[src/rtl/btn_conditioner.sv]
// btn_conditioner: synchronize, debounce and edge-detect a push-button into counter enable pulses with auto-repeat
module btn_conditioner #(
  parameter int DB_CYCLES  = 1000,
  parameter int RPT_DELAY  = 5000,
  parameter int RPT_PERIOD = 1000,
  parameter bit REPEAT_EN  = 1'b1,
  parameter int CNT_W      = 16
) (
  input  logic clk,
  input  logic rst,
  input  logic btn_in,
  output logic btn_db,
  output logic press_pulse,
  output logic release_pulse,
  output logic en_pulse,
  output logic repeating
);
  typedef enum logic [1:0] {IDLE, HOLD, RPT} state_t;
  state_t state, state_nx;
  logic s1, btn_s;
  logic [CNT_W-1:0] db_cnt, rpt_cnt, rpt_cnt_nx;
  logic db_done, press_ev, rel_ev, rpt_due, en_nx;
  assign db_done  = (btn_s != btn_db) && (db_cnt == CNT_W'(DB_CYCLES - 1));
  assign press_ev = db_done && btn_s;
  assign rel_ev   = db_done && !btn_s;
  assign rpt_due  = REPEAT_EN && ((state == HOLD && rpt_cnt == CNT_W'(RPT_DELAY - 1)) ||
                                  (state == RPT  && rpt_cnt == CNT_W'(RPT_PERIOD - 1)));
  assign en_nx    = press_ev || (rpt_due && !rel_ev);
  always_ff @(posedge clk or negedge rst)
    if (!rst) begin
      s1    <= 1'b0;
      btn_s <= 1'b0;
    end else begin
      s1    <= btn_in;
      btn_s <= s1;
    end
  always_ff @(posedge clk or negedge rst)
    if (!rst) begin
      btn_db        <= 1'b0;
      db_cnt        <= '0;
      press_pulse   <= 1'b0;
      release_pulse <= 1'b0;
    end else begin
      btn_db        <= db_done ? btn_s : btn_db;
      db_cnt        <= (btn_s == btn_db || db_done) ? '0 : db_cnt + CNT_W'(1);
      press_pulse   <= press_ev;
      release_pulse <= rel_ev;
    end
  always_ff @(posedge clk or negedge rst)
    if (!rst) begin
      state    <= IDLE;
      rpt_cnt  <= '0;
      en_pulse <= 1'b0;
    end else begin
      state    <= state_nx;
      rpt_cnt  <= rpt_cnt_nx;
      en_pulse <= en_nx;
    end
  // release has priority so a repeat due in the release cycle is dropped
  always_comb begin
    state_nx   = rel_ev ? IDLE : press_ev ? HOLD : rpt_due ? RPT : state;
    rpt_cnt_nx = (rel_ev || press_ev || rpt_due || !REPEAT_EN || state == IDLE) ? '0 : rpt_cnt + CNT_W'(1);
  end
  always_comb repeating = (state == RPT);
endmodule

[config.mk]
export PLATFORM = sky130hd
export DESIGN_NAME = btn_conditioner
export DESIGN_NICKNAME = d
export VERILOG_FILES = /design/src/rtl/btn_conditioner.sv
export SDC_FILE = /design/constraint.sdc
export NUM_CORES = 1
export LEC_CHECK = 0
export ABC_CLOCK_PERIOD_IN_PS = 5700
export BUFFER_PORTS_ARGS = -buffer_cell sky130_fd_sc_hd__buf_4
export CORE_ASPECT_RATIO = 1.4
export CORE_UTILIZATION = 64
export DETAILED_ROUTE_END_ITERATION = 10
export PLACE_DENSITY = 0.91
export SLEW_MARGIN = 5
export SYNTH_ARGS = -nofsm -noshare
export SYNTH_HDL_FRONTEND = slang
export SYNTH_SLANG_ARGS = --single-unit
[constraint.sdc]
create_clock -name clk -period 5.7 [get_ports clk]
set_input_delay 0.57 -clock clk [delete_from_list [all_inputs] [get_ports clk]]
set_output_delay 0.57 -clock clk [all_outputs]
set_load 0.03 [all_outputs]
==> impl_metrics.env, run 1 <==
export IMPL_status="finished clean"
export IMPL_cp_end_kind="flop"
export IMPL_maxSlewHeadroom_pct=59.5
export IMPL_avgSynthCellArea_um2=10.3
export IMPL_slew_viol_final=0
export IMPL_power_density_nw_per_um2=226
export IMPL_grt_ovfl_total=0
export IMPL_drive_above_1_share_pct=11.1
export IMPL_finalCriticalPeriod_ns=2.12
export IMPL_path_class="flop to flop"
export IMPL_synthesis_area_um2=1860
export IMPL_cp_start_kind="flop"
export IMPL_coreArea_um2=2700
export IMPL_finalCritPeriodShare_pct=37.3
export IMPL_cts_sinks=40
export IMPL_drt_wl_total_um=3400
export IMPL_dominantRegCellSynth="dfrtp_1"
export IMPL_synth_top_area_share_pct=53.8
export IMPL_post_drt_wl_per_cell_um=15.1
export IMPL_synth_edf_count=0
export IMPL_synth_seq_area_share_pct=53.8
export IMPL_vias=1288
export IMPL_postCtsHoldBufs=0
export IMPL_grt_pass1_wl_um=5490
export IMPL_cts_made_buffers=5
export IMPL_die_w_um=47.6
export IMPL_path_max_fanout=16
export IMPL_hpwl_um=2390
export IMPL_met1_length_um=1320
export IMPL_grt_max_degree=41
export IMPL_fin_skew_ns=0.0139
export IMPL_peakVddDrop_mv=0.175
export IMPL_synth_seq_cells=40
export IMPL_async_reset_ff_share_pct=100
export IMPL_cp_arrival_ns=2.36
export IMPL_drt_pass1_iterations=7
export IMPL_post_cts_buffers=0
export IMPL_insertion_delay_ns=0.37
export IMPL_hp_class="primary input to asynchronous set/reset pin"
export IMPL_met3WireLength_um=110
export IMPL_cts_root_buf="clkbuf_4"
export IMPL_register_area_um2=1000
export IMPL_final_nets=194
export IMPL_drt_first_iter_violations=27
export IMPL_grt_setup_unrepaired="false"
export IMPL_yosys_cell_types_count=31
export IMPL_rows=22
export IMPL_crit_required_ns=5.94
export IMPL_fin_hold_ws_ns=0.151
export IMPL_htree_levels=2
export IMPL_clk_pin_slew_ns=0.12
export IMPL_start_util_pct=69.0
export IMPL_antenna_found_initial=0
export IMPL_port_buffers=7
export IMPL_finalHoldViolCount=0
export IMPL_antenna_cells=0
export IMPL_ctsResizeCount=0
export IMPL_ant_nets=0
export IMPL_synth_fp_nets=185
export IMPL_max_freq_mhz=471
export IMPL_ys_top_cells_by_area="dfrtp_1 54%, xor2_1 8.9%, nor2_1 8.7%"
export IMPL_cts_tree="built"
export IMPL_place_congestion=0.802
export IMPL_p_leak_nw=0.896
export IMPL_ys_warn_count=0
export IMPL_syn_inst=180
export IMPL_worst_slew_pin_slew_ns=0.603
export IMPL_yosys_area_top_type="dfrtp_1"
export IMPL_remaining_drc_errors=0
export IMPL_pin_count=8
export IMPL_post_route_util_pct=73.6
export IMPL_fp_dieArea_um2=3130
export IMPL_routed_via_density=5.70
export IMPL_met2WireLength_um=1860
export IMPL_areaGrowthSynthToFinish_pct=6.65
export IMPL_finalSetupTns_ns=0
export IMPL_fp_dieH_um=65.8
export IMPL_maxCapViolations=0
export IMPL_multi_input_area_um2=818
export IMPL_fill_cells=211
export IMPL_track_usage_pct=25.9
export IMPL_grt_pass1_vias=1318
export IMPL_highest_layer="met4"
export IMPL_cts_path_max_buffers=2
export IMPL_setup_viol=0
critical path: stages (launching register included):
cell and delay (ns):
dfrtp_1 0.44, nor4_1 0.48, and4_1 0.33, nor2b_1 0.16, or3_1 0.47, nor2_1 0.12
cells by family after synthesis:
logic type	count (synthesis)	synth area share (%)
buf+inv	7	2.28
mux	1	0.605
simple gates	98	26.7
flops	40	53.8
compound gates	3	1.61
xor+xnor	29	13.6
fa+ha+maj	2	1.34
report_power, final:
group | switching (W) | total [W] | internal, W | leakage, nW
Sequential | 0.00000268 | 0.000289 | 0.000286 | 0.552
Combinational | 0.00000857 | 0.0000117 | 0.00000308 | 0.317
Clock | 0.0000998 | 0.000148 | 0.0000485 | 0.0274
synth_stat cells (4+ instances only):
cell / n
and3_1: 5
and4_1: 4
dfrtp_1: 40
nand2_1: 9
nand3_1: 13
nand4_1: 5
nor2_1: 43
nor2b_1: 4
xnor2_1: 10
xor2_1: 19
worst paths after layout:
path	start	end	slack [ns]	cells after the start
max in group asynchronous	rst	db_cnt[7]	5.20	1
min in group clk	btn_in	s1	0.30	1
worst max-delay path	db_cnt[13]	rpt_cnt[9]	3.58	5
worst max register to register	db_cnt[13]	rpt_cnt[9]	3.58	5
worst min register to register	s1	btn_s	0.40	0
worst min-delay path	rst	rpt_cnt[15]	0.15	1
placed cells by master, fill, tap and decap left out:
master,Yosys,routed
or2_2,1,1
mux2_2,1,1
xnor2_1,10,10
and4b_1,2,2
xor2_1,19,19
o2111a_1,1,1
or3_1,1,1
clkbuf_4,0,5
and3_1,5,5
nor4b_1,1,1
nand3_1,13,13
o22a_1,1,1
buf_4,0,7
nor2b_1,4,4
and4_4,1,1
and4_1,4,4
inv_1,2,2
nor3_1,2,2
dfrtp_1,40,40
nand4_1,5,5
ha_1,2,2
and2b_2,1,1
nand2_1,9,9
and2_2,1,1
clkinvlp_4,0,2
nor4bb_1,1,1
nor2_1,43,43
nor4_1,2,2
and2_1,1,1
nor3b_1,1,1
o22a_2,1,1
clkinv_4,0,1
metrics by stage:
| stage | cell area, um^2 | cells | power, W | setup slack [ns] |
|---|---|---|---|---|
| 3_5_place_dp | 1920 | 218 | 0.000306 | 3.56 |
| 3_3_place_gp | 1920 | 218 | 0.000305 | 3.72 |
| 2_1_floorplan | 1860 | 180 | 0.000299 | 3.81 |
| 6_report | 1990 | 226 | 0.000449 | 3.58 |
| 5_1_grt | 1990 | 226 | 0.000468 | 3.42 |
| 4_1_cts | 1990 | 226 | 0.000453 | 3.56 |
routing by layer:
| layer | track usage [%] | up-vias |
|---|---|---|
| met5 | 0 | - |
| met4 | 16.3 | 0 |
| met3 | 8.74 | 10 |
| met2 | 43.5 | 23 |
| met1 | 25.9 | 628 |
| li1 | - | 627 |
sequential cells by signal, summed over array words and instances (netlist names):
register / flops
db_cnt: 16
en_pulse: 1
btn_db: 1
press_pulse: 1
rpt_cnt: 16
btn_s: 1
s1: 1
release_pulse: 1
state: 2
cell type report:
type | instances | share of cell area [%]
flip-flops and latches | 40 | 50.4
inverters | 2 | 0.378
well taps | 36 | 2.27
clock inverters | 3 | 1.20
multi-input cells | 133 | 41.2
repair buffers | 7 | 2.65
clock buffers | 5 | 1.89
Power figures use the tool's default switching activity.
==> inputs of run 2 (changes only) <==
--- a/config.mk
+++ b/config.mk
@@ -5,12 +5,12 @@
 export SDC_FILE = /design/constraint.sdc
 export NUM_CORES = 1
 export LEC_CHECK = 0
-export ABC_CLOCK_PERIOD_IN_PS = 5700
+export ABC_CLOCK_PERIOD_IN_PS = 1810
 export BUFFER_PORTS_ARGS = -buffer_cell sky130_fd_sc_hd__buf_4
 export CORE_ASPECT_RATIO = 1.4
-export CORE_UTILIZATION = 64
+export CORE_UTILIZATION = 54
 export DETAILED_ROUTE_END_ITERATION = 10
-export PLACE_DENSITY = 0.91
+export PLACE_DENSITY = 0.83
 export SLEW_MARGIN = 5
 export SYNTH_ARGS = -nofsm -noshare
 export SYNTH_HDL_FRONTEND = slang
==> constraint.sdc (replaced) <==
create_clock -name clk -period 1.81 [get_ports clk]
set_input_delay 0.181 -clock clk [delete_from_list [all_inputs] [get_ports clk]]
set_output_delay 0.181 -clock clk [all_outputs]
set_load 0.03 [all_outputs]
==> run 2 against run 1 <==
Die area grew 18%. Clock skew fell by 0.0031 ns. Combinational power increased to 4.7 times the previous value. Global-route usage shrank 3.7 points. First-iteration DRC count up 26%. Non-clock buffer count is 10 higher. Utilization down 7.8 points. Routed wire length up 7.5%. Via count rose by 3.1%. Cell area is 6.5% higher. Largest power group unchanged.
==> impl_metrics.env, run 2 (synthesis results as in run 1) <==
export IMPL_cts_path_max_buffers=2
export IMPL_power_frac_seq_pct=60.4
export IMPL_fin_skew_ns=0.0107
export IMPL_worst_slew_pin_slew_ns=0.498
export IMPL_pin_count=8
export IMPL_rows=24
export IMPL_finalHoldViolCount=0
export IMPL_finalCritPeriodShare_pct=97.1
export IMPL_maxSlewHeadroom_pct=66.8
export IMPL_grt_pass1_wl_um=6030
export IMPL_rr_worst_depth=6
export IMPL_start_util_pct=57.9
export IMPL_drt_first_iter_violations=34
export IMPL_min_delay_start="s1"
export IMPL_power_switching_w=0.000317
export IMPL_final_area_um2=2110
export IMPL_placedCellCount=229
export IMPL_reg2reg_from="db_cnt[0]"
export IMPL_reg2reg_to="rpt_cnt[6]"
export IMPL_setup_viol=0
export IMPL_finalNonFillerCells=238
export IMPL_min_to="btn_s"
export IMPL_swShare_pct=21.1
export IMPL_cts_root_buf="clkbuf_8"
export IMPL_power_density_nw_per_um2=710
export IMPL_peakVddDrop_mv=0.652
export IMPL_path_max_fanout=16
export IMPL_clk_pin_slew_ns=0.07
export IMPL_p_leak_nw=0.962
export IMPL_slew_viol_final=0
export IMPL_place_congestion=0.785
export IMPL_cp_start_kind="flop"
export IMPL_cp_arrival_ns=1.98
export IMPL_drive_above_1_share_pct=17.6
export IMPL_crit_required_ns=2.03
export IMPL_fp_dieH_um=71.5
export IMPL_status="finished clean"
export IMPL_final_nets=204
export IMPL_final_common_cell="dfrtp_1"
export IMPL_ant_nets=0
export IMPL_track_usage_pct=22.2
export IMPL_p_int_w=0.00118
export IMPL_antenna_found_initial=0
export IMPL_final_cell_mix="40 x dfrtp_1, 39 x nor2_1, 19 x xor2_1"
export IMPL_placed_area_um2=2010
export IMPL_coreArea_um2=3210
export IMPL_combPwrFrac_pct=3.7
export IMPL_post_drt_wl_per_cell_um=15.4
export IMPL_port_buffers=7
export IMPL_grt_setup_unrepaired="true"
export IMPL_drt_pass1_iterations=4
export IMPL_die_w_um=51.6
export IMPL_remaining_drc_errors=0
export IMPL_finalCriticalPeriod_ns=1.76
export IMPL_drt_wl_total_um=3660
export IMPL_htree_levels=2
export IMPL_routed_via_density=5.58
export IMPL_reg_top3="db_cnt x16, rpt_cnt x16, state x2"
export IMPL_cts_sinks=40
export IMPL_maxCapViolations=0
export IMPL_hp_class="flop to flop"
export IMPL_fp_dieArea_um2=3690
export IMPL_cts_tree="built"
export IMPL_vias=1328
export IMPL_p_clk_share_pct=35.9
export IMPL_antenna_cells=0
export IMPL_hpwl_um=2610
export IMPL_rrSetupSlack_ns=0.05
export IMPL_insertion_delay_ns=0.28
export IMPL_grt_ovfl_total=0
export IMPL_max_freq_mhz=569
export IMPL_cp_end_kind="flop"
export IMPL_areaGrowthSynthToFinish_pct=13.6
export IMPL_finalSetupTns_ns=0
export IMPL_grt_pass1_vias=1436
export IMPL_path_class="flop to flop"
export IMPL_grt_max_degree=41
export IMPL_cts_made_buffers=5
export IMPL_min_path_cells=0
-- run 2: layout make-up --
cell class	count	area [um^2]
clock buffer	6	72.6
clock inverter	1	5.00
fill	247	1100
inverter	2	7.51
multi-input combinational	133	847
sequential	40	1000
tap	39	48.8
timing repair buffer	17	133
-- run 2: worst max-delay path, stage by stage, from the launching register on --
cell and delay, ns:
dfrtp_1 0.40, ha_2 0.18, and4b_1 0.21, and4_1 0.18
nor2b_1 0.14, or3_4 0.44, nor2_2 0.15
-- run 2: routing by layer --
layer	routed length, um	GRT usage, %	vias up
met4	54	8.41	0
li1	-	-	642
met3	83	5.73	6
met2	2140	43.4	20
met5	0	0	-
met1	1380	21.0	660
-- run 2: worst max-delay path by stage --
stage | startpoint | end | slack [ns] | cells past startpoint
4_1_cts | db_cnt[1] | rpt_cnt[11] | 0.01 | 7
5_1_grt | db_cnt[1] | rpt_cnt[6] | -0.009 | 6
3_5_place_dp | db_cnt[1] | rpt_cnt[11] | 0.03 | 7
3_3_place_gp | db_cnt[1] | rpt_cnt[11] | 0.08 | 7
6_report | db_cnt[0] | rpt_cnt[6] | 0.05 | 6
2_1_floorplan | db_cnt[0] | rpt_cnt[7] | -0.03 | 8
-- run 2: metrics by stage --
stage                     worst slack [ns]  hold WS, ns  power (W)  utilization, %
final                               0.0528        0.367    0.00150            65.8
after global routing              -0.00920        0.377    0.00156            65.8
after detailed placement            0.0302        0.178   0.000974            62.4
after floorplan                    -0.0305       -0.115   0.000941               -
after CTS                           0.0119        0.368    0.00151            65.5
after global placement              0.0815        0.165   0.000969            62.4
-- run 2: timing repair --
action | 4_1_cts | 5_1_grt
gates resized for setup | 0 | 7
hold endpoints to repair | 41 | 0
buffers inserted | 0 | 1
setup endpoints to repair | 0 | 32
hold buffers | 2 | 0
-- run 2: power groups by stage --
stage / Clock, W / Combinational [W] / Sequential [W]
after floorplan: 0 / 0.0000162 / 0.000925
after global placement: 0 / 0.0000450 / 0.000924
after detailed placement: 0 / 0.0000485 / 0.000925
after CTS: 0.000551 / 0.0000522 / 0.000908
after global routing: 0.000589 / 0.0000634 / 0.000908
final: 0.000539 / 0.0000550 / 0.000908
